## src/rtl/poly_pkg.sv

```systemverilog
// Shared definitions for the polyphonic note controller.
// Holds the protocol opcode bytes and the command-parser FSM state type.
package poly_pkg;

   localparam logic [7:0] OP_NOTE_ON  = 8'h90;
   localparam logic [7:0] OP_NOTE_OFF = 8'h80;
   localparam logic [7:0] OP_ALL_OFF  = 8'hFF;

   typedef enum logic [1:0] {
      StIdle,
      StWaitData,
      StApply
   } state_t;

endpackage

```

## src/rtl/voice_alloc.sv

```systemverilog
// Voice table with note allocation, release and round-robin stealing.
// Ports:
//   clk, rst_n    clock, async active-low reset
//   apply         one-cycle strobe: execute op with note this cycle
//   op            latched opcode byte (NOTE_ON / NOTE_OFF / ALL_OFF)
//   note          note code for NOTE_ON / NOTE_OFF
//   voice_note    per-voice note, voice i at [i*NOTE_W +: NOTE_W]
//   voice_active  voice i holds a nonzero note
module voice_alloc
   import poly_pkg::*;
#(
   parameter int unsigned NUM_VOICES = 4,
   parameter int unsigned NOTE_W     = 8
) (
   input  logic                         clk,
   input  logic                         rst_n,
   input  logic                         apply,
   input  logic [7:0]                   op,
   input  logic [NOTE_W-1:0]            note,
   output logic [NUM_VOICES*NOTE_W-1:0] voice_note,
   output logic [NUM_VOICES-1:0]        voice_active
);

   localparam int unsigned PTR_W = $clog2(NUM_VOICES);

   logic [NOTE_W-1:0] note_q [NUM_VOICES];
   logic [NOTE_W-1:0] note_d [NUM_VOICES];
   logic [PTR_W-1:0]  steal_q, steal_d;
   logic              hit;
   logic              free_found;
   logic [PTR_W-1:0]  free_idx;

   // Duplicate detection and lowest-index free voice search.
   always_comb begin
      hit        = 1'b0;
      free_found = 1'b0;
      free_idx   = '0;
      for (int i = 0; i < NUM_VOICES; i++) begin
         if (note_q[i] == note) hit = 1'b1;
         if (!free_found && note_q[i] == '0) begin
            free_found = 1'b1;
            free_idx   = PTR_W'(i);
         end
      end
   end

   always_comb begin
      note_d  = note_q;
      steal_d = steal_q;
      if (apply) begin
         case (op)
            OP_NOTE_ON: begin
               // Note 0 means silence; a note already sounding is not doubled.
               if (note != '0 && !hit) begin
                  if (free_found) begin
                     note_d[free_idx] = note;
                  end else begin
                     note_d[steal_q] = note;
                     steal_d = (steal_q == PTR_W'(NUM_VOICES - 1)) ? '0 : steal_q + PTR_W'(1);
                  end
               end
            end
            OP_NOTE_OFF: begin
               for (int i = 0; i < NUM_VOICES; i++) begin
                  if (note_q[i] == note) note_d[i] = '0;
               end
            end
            OP_ALL_OFF: begin
               for (int i = 0; i < NUM_VOICES; i++) note_d[i] = '0;
            end
            default: ;
         endcase
      end
   end

   always_ff @(posedge clk or negedge rst_n) begin
      if (!rst_n) begin
         for (int i = 0; i < NUM_VOICES; i++) note_q[i] <= '0;
         steal_q <= '0;
      end else begin
         note_q  <= note_d;
         steal_q <= steal_d;
      end
   end

   always_comb begin
      for (int i = 0; i < NUM_VOICES; i++) begin
         voice_note[i*NOTE_W +: NOTE_W] = note_q[i];
         voice_active[i]                = |note_q[i];
      end
   end

endmodule

```

## src/rtl/poly_note_ctrl.sv

```systemverilog
// Polyphonic note controller: parses UART command bytes, drives a voice
// table and mixes the per-voice square waves into one 1-bit audio stream.
// Ports:
//   clk, rst_n    clock, async active-low reset
//   d_in, rdy     received byte and its available flag (held until acked)
//   ack           one-cycle byte-consumed pulse
//   voice_sout    per-voice square wave from external tone generators
//   voice_note    per-voice note code, voice_active per-voice nonzero flag
//   ain           mixed 1-bit audio; gain, shutdown_l amplifier controls
//   cmd_err       one-cycle protocol error pulse
module poly_note_ctrl
   import poly_pkg::*;
#(
   parameter int unsigned NUM_VOICES  = 4,
   parameter int unsigned NOTE_W      = 8,
   parameter int unsigned TIMEOUT_CYC = 100000
) (
   input  logic                         clk,
   input  logic                         rst_n,
   input  logic [7:0]                   d_in,
   input  logic                         rdy,
   output logic                         ack,
   input  logic [NUM_VOICES-1:0]        voice_sout,
   output logic [NUM_VOICES*NOTE_W-1:0] voice_note,
   output logic [NUM_VOICES-1:0]        voice_active,
   output logic                         ain,
   output logic                         gain,
   output logic                         shutdown_l,
   output logic                         cmd_err
);

   localparam int unsigned CNT_W = $clog2(TIMEOUT_CYC + 1);
   localparam int unsigned AW    = $clog2(NUM_VOICES) + 1;
   localparam int unsigned SW    = AW + 1;

   state_t            state_q, state_d;
   logic [7:0]        op_q, op_d;
   logic [NOTE_W-1:0] note_q, note_d;
   logic [CNT_W-1:0]  cnt_q, cnt_d;
   logic              ack_q, err_q, err_d;
   logic              accept, is_data, is_sel, is_all;
   logic [AW-1:0]     acc_q, acc_d;
   logic [SW-1:0]     pop, sum;
   logic              ain_q, ain_d, gain_q;

   // A byte is taken only when not already acking it and not mid-apply.
   assign accept  = rdy && !ack_q && (state_q != StApply);
   assign is_data = !d_in[7];
   assign is_sel  = (d_in == OP_NOTE_ON) || (d_in == OP_NOTE_OFF);
   assign is_all  = (d_in == OP_ALL_OFF);

   always_comb begin
      state_d = state_q;
      op_d    = op_q;
      note_d  = note_q;
      cnt_d   = cnt_q;
      err_d   = 1'b0;
      unique case (state_q)
         StIdle: begin
            if (accept) begin
               if (is_sel) begin
                  op_d    = d_in;
                  cnt_d   = '0;
                  state_d = StWaitData;
               end else if (is_all) begin
                  op_d    = OP_ALL_OFF;
                  state_d = StApply;
               end else if (!is_data) begin
                  err_d = 1'b1;
               end
            end
         end
         StWaitData: begin
            if (accept) begin
               if (is_data) begin
                  note_d  = NOTE_W'(d_in[6:0]);
                  state_d = StApply;
               end else if (is_sel) begin
                  op_d  = d_in;
                  cnt_d = '0;
               end else if (is_all) begin
                  op_d    = OP_ALL_OFF;
                  state_d = StApply;
               end else begin
                  err_d   = 1'b1;
                  state_d = StIdle;
               end
            end else if (cnt_q == CNT_W'(TIMEOUT_CYC - 1)) begin
               err_d   = 1'b1;
               state_d = StIdle;
            end else begin
               cnt_d = cnt_q + CNT_W'(1);
            end
         end
         StApply: state_d = StIdle;
         default: state_d = StIdle;
      endcase
   end

   always_ff @(posedge clk or negedge rst_n) begin
      if (!rst_n) begin
         state_q <= StIdle;
         op_q    <= '0;
         note_q  <= '0;
         cnt_q   <= '0;
         ack_q   <= 1'b0;
         err_q   <= 1'b0;
      end else begin
         state_q <= state_d;
         op_q    <= op_d;
         note_q  <= note_d;
         cnt_q   <= cnt_d;
         ack_q   <= accept;
         err_q   <= err_d;
      end
   end

   voice_alloc #(
      .NUM_VOICES (NUM_VOICES),
      .NOTE_W     (NOTE_W)
   ) u_voice_alloc (
      .clk          (clk),
      .rst_n        (rst_n),
      .apply        (state_q == StApply),
      .op           (op_q),
      .note         (note_q),
      .voice_note   (voice_note),
      .voice_active (voice_active)
   );

   // First-order delta-sigma style mixer: emits a 1 each time the running
   // count of high active voices wraps past NUM_VOICES.
   always_comb begin
      pop = '0;
      for (int i = 0; i < NUM_VOICES; i++) begin
         pop = pop + SW'(voice_sout[i] & voice_active[i]);
      end
      sum = SW'(acc_q) + pop;
      if (voice_active == '0) begin
         ain_d = 1'b0;
         acc_d = '0;
      end else if (sum >= SW'(NUM_VOICES)) begin
         ain_d = 1'b1;
         acc_d = AW'(sum - SW'(NUM_VOICES));
      end else begin
         ain_d = 1'b0;
         acc_d = AW'(sum);
      end
   end

   always_ff @(posedge clk or negedge rst_n) begin
      if (!rst_n) begin
         acc_q  <= '0;
         ain_q  <= 1'b0;
         gain_q <= 1'b0;
      end else begin
         acc_q  <= acc_d;
         ain_q  <= ain_d;
         gain_q <= 1'b1;
      end
   end

   assign ack        = ack_q;
   assign cmd_err    = err_q;
   assign ain        = ain_q;
   assign gain       = gain_q;
   assign shutdown_l = gain_q;

endmodule

```

## config.mk

```make
export PLATFORM = sky130hd
export DESIGN_NAME = poly_note_ctrl
export DESIGN_NICKNAME = d
export VERILOG_FILES = /design/src/rtl/poly_pkg.sv /design/src/rtl/voice_alloc.sv /design/src/rtl/poly_note_ctrl.sv
export SDC_FILE = /design/constraint.sdc
export NUM_CORES = 1
export LEC_CHECK = 0
export CORE_ASPECT_RATIO = 1.5
export CORE_MARGIN = 5
export CORE_UTILIZATION = 55
export CTS_CLUSTER_DIAMETER = 30
export CTS_CLUSTER_SIZE = 20
export DETAILED_ROUTE_END_ITERATION = 8
export DONT_BUFFER_PORTS = 1
export PLACE_DENSITY = 0.7
export SLEW_MARGIN = 20
export SYNTH_ARGS = -nofsm -noshare
export SYNTH_HDL_FRONTEND = slang
export SYNTH_SLANG_ARGS = --single-unit
```

## constraint.sdc

```tcl
create_clock -name clk -period 6.4 [get_ports clk]
set_clock_uncertainty 0.15 [all_clocks]
set_input_delay 0.96 -clock clk [delete_from_list [all_inputs] [get_ports clk]]
set_output_delay 0.96 -clock clk [all_outputs]
set_load 0.05 [all_outputs]
```

==> metrics.md <==
| Metric | Value |
|---|---|
| Status | complete, no violations |
| Layout area overhead | 5.53% |
| Avg Inst Size Synth | 10.2 um^2 |
| CTS tree | done |
| Period utilisation layout | 55.4% |
| Endpoints failing hold | 0 |
| PwrDens | 213 nW/um^2 |
| Synth Area in XOR/XNOR | 6.02% |
| Design Area, Final | 4300 um^2 |
| CTS Hold Bufs | 0 |
| WL met1 | 3.33 mm |
| Clk sinks | 71 |
| Post-Synth Simple-Gate Area | 21.4% |
| Setup crit end | ain |
| Synth Instances | 399 |
| Max frequency | 282 MHz |
| Routed vias | 2,977 |
| Post-DP Area | 4080 um^2 |
| FFs w/ async S/R, synth | 100% |
| WS Path Type | register to register |
| Setup crit end kind | register |
| Hold Path Class | primary input to async pin |
| Setup repair after global routing missed its margin | false |
| Layout cells sized above 1 | 14.3% |
| Top cells by area, synth | dfrtp_1 (44%), mux2_2 (8.3%), and3_1 (3.5%) |
| Met2 Wirelength | 5.04 mm |
| Sequential Area | 1780 um^2 |
| GRT Util Overall | 20.9% |
| Post-synthesis sequential area ratio | 43.6% |
| Final setup violation count | 0 |
| Main combinational cell family by area after synthesis | simple AND/OR/NAND/NOR gates |
| Max transition margin | 42.3% |
| Dpl hpwl | 6.60 mm |
| Detailed Route Iter0 Violations | 111 |
| Adder-cell share of the synthesized area | 3.32% |
| Worst-margin pin slew | 0.865 ns |
| Yosys top cell by area | dfrtp_1 |
| Met3 routed WL | 419 um |
| Diodes inserted | 0 |
| Library cells used by synthesis | 47 |
| # port buffers | 0 |
| H-tree Lvls | 3 |
| Num CTS Buffers | 9 |
| Critical R2R Launch | u_voice_alloc.voice_note[0] |
| Nets | 417 |
| Wirelength, routed | 8.96 mm |
| Die area | 9260 um^2 |
| Row count | 38 |
| Number of global-route vias before repair | 3,054 |
| Die height | 115 um |
| Most frequent cell after synthesis | dfrtp_1 |
| Remaining global-route overflow | 0 |
| Clock transition at path regs | 0.07 ns |
| Drt wl/cell | 18.0 um |
| FILL cells | 643 |
| CORE AREA | 7230 um^2 |
| Pin count of the biggest net entering global routing | 72 |
| DR vias/cell | 5.98 |
| CP max FO | 8 |
| # resized after CTS | 0 |
| Root Driver | clkbuf_8 |
| Worst path required time | 6.45 ns |
| Die width | 80.3 um |
| Worst Setup SP | u_voice_alloc.voice_note[0] |
| IO Pins | 56 |
| TritonRoute pass-1 iters | 4 |
| Area of the multi-input gates | 2120 um^2 |
| Top routing layer in use | met4 |
| Synthesis-stage register bit count | 71 |
| First-pass GRT wire length | 14.9 mm |
| Leakage power | 2.08 nW |
| Cell Area, Synth | 4070 um^2 |
| Detailed-route DRC error count | 0 |
| Top cells by count, synth | dfrtp_1 (71), nand2_1 (33), mux2_2 (30) |
| Worst R2R Setup Slack | 2.85 ns |
| CTS max path bufs | 2 |
| CP Launch Type | register |
| Post-synth EDFFs | 0 |
| Final min period | 3.55 ns |
| Max-Cap Viols | 0 |
| Setup bufs post-CTS | 0 |
| Initial core utilization | 56.4% |
| Mux cell area share after synthesis | 10.0% |
| Post-synth top area share | 43.6% |
| Placer congestion estimate | 0.902 |
| Top FF cell, synth | dfrtp_1 |
| Crit path DAT | 3.60 ns |
| R2R cell count | 9 |
| Max-slew violations | 0 |
| Compound-Gate Fraction of Synth Area | 10.7% |
| Max IR drop VDD | 0.000134 V |
| R2R Path End | ain |
| Post-route ant nets | 0 |
| Setup_tns | 0 ns |
| Initial antenna violation count | 0 |
| Ys Warns | 0 |
| Clock latency on the worst-skew pair | 0.34 ns |
## stage by stage
| step | hold WS (ns) | setup slack, ns | total power [mW] | util, % | cells |
|---|---|---|---|---|---|
| after floorplan | 0.293 | 3.11 | 0.544 | - | 402 |
| after global placement | 0.325 | 2.88 | 0.551 | 56.5 | 482 |
| after detailed placement | 0.320 | 2.83 | 0.554 | 56.5 | 482 |
| after CTS | 0.131 | 2.81 | 0.928 | 59.4 | 498 |
| after global routing | 0.131 | 2.66 | 0.955 | 59.5 | 498 |
| final | 0.159 | 2.85 | 0.914 | 59.5 | 498 |
## per-layer routing
metal | track usage, % | vias up
met5 | 0 | -
met4 | 8.91 | 0
met3 | 4.55 | 16
met2 | 38.5 | 75
met1 | 22.7 | 1479
li1 | - | 1407
## report_power, final
part	internal [mW]	switching [mW]	leakage, nW	total, mW
clock network	0.211	0.156	0.109	0.367
logic	0.0233	0.0439	0.983	0.0671
registers	0.458	0.0215	0.983	0.479
## cells in the final DEF (no fill, tap or decap), drive strengths merged, types with 5 or more instances in the layout
| cell | count |
|---|---|
| dfrtp | 71 |
| nand2 | 33 |
| mux2 | 30 |
| o21ai | 25 |
| nor2 | 24 |
| and3 | 23 |
| inv | 17 |
| xnor2 | 15 |
| nand4 | 14 |
| nor4 | 14 |
| xor2 | 13 |
| clkbuf | 13 |
| nand3 | 9 |
| a21oi | 8 |
| nor3 | 7 |
| a31oi | 7 |
| o21a | 7 |
| mux2i | 7 |
| and2 | 6 |
| nand2b | 6 |
| ha | 6 |
| conb | 5 |
## layout make-up
type	instances	area share, %
multi-input combinational	294	49.4
sequential	71	41.3
clock buffer	13	3.93
tap	100	2.91
inverter	17	1.48
clock inverter	3	0.931
## critical path: stages, from the launching register on
cell and delay [ns]:
dfrtp_1 0.68, nor3_1 0.16, nand2_1 0.57, nand2_1 0.16, fa_1 0.52, inv_1 0.05, fa_1 0.46, fa_1 0.41
o21ai_0 0.18, nor2_1 0.05
## worst min-delay path by stage
stage                         start                      endpoint  slack, ns  depth (start not counted)
final                         rst_n                           ain       0.16                          0
after global placement    cnt_q[16]                     cnt_q[16]       0.32                          1
after detailed placement  cnt_q[16]                     cnt_q[16]       0.32                          1
after CTS                     rst_n  u_voice_alloc.voice_note[16]       0.13                          0
after floorplan           cnt_q[16]                     cnt_q[16]       0.29                          1
after global routing          rst_n                      acc_q[2]       0.13                          0
## logic make-up (layout without fill, tap and decap cells)
family	Yosys count	in the layout
flops	71	71
mux	37	37
compound gates	59	59
simple gates	156	156
other cells	2	5
fa+ha+maj	9	9
buf+inv	37	33
xor+xnor	28	28
## flip-flops by register name, summed over array words and instances (netlist names)
register                  cells
cmd_err                       1
gain                          1
ain                           1
op_q                          8
ack                           1
acc_q                         3
state_q                       2
u_voice_alloc.voice_note     28
cnt_q                        17
u_voice_alloc.steal_q         2
note_q                        7
No activity file was read; power rests on OpenSTA's default activity.
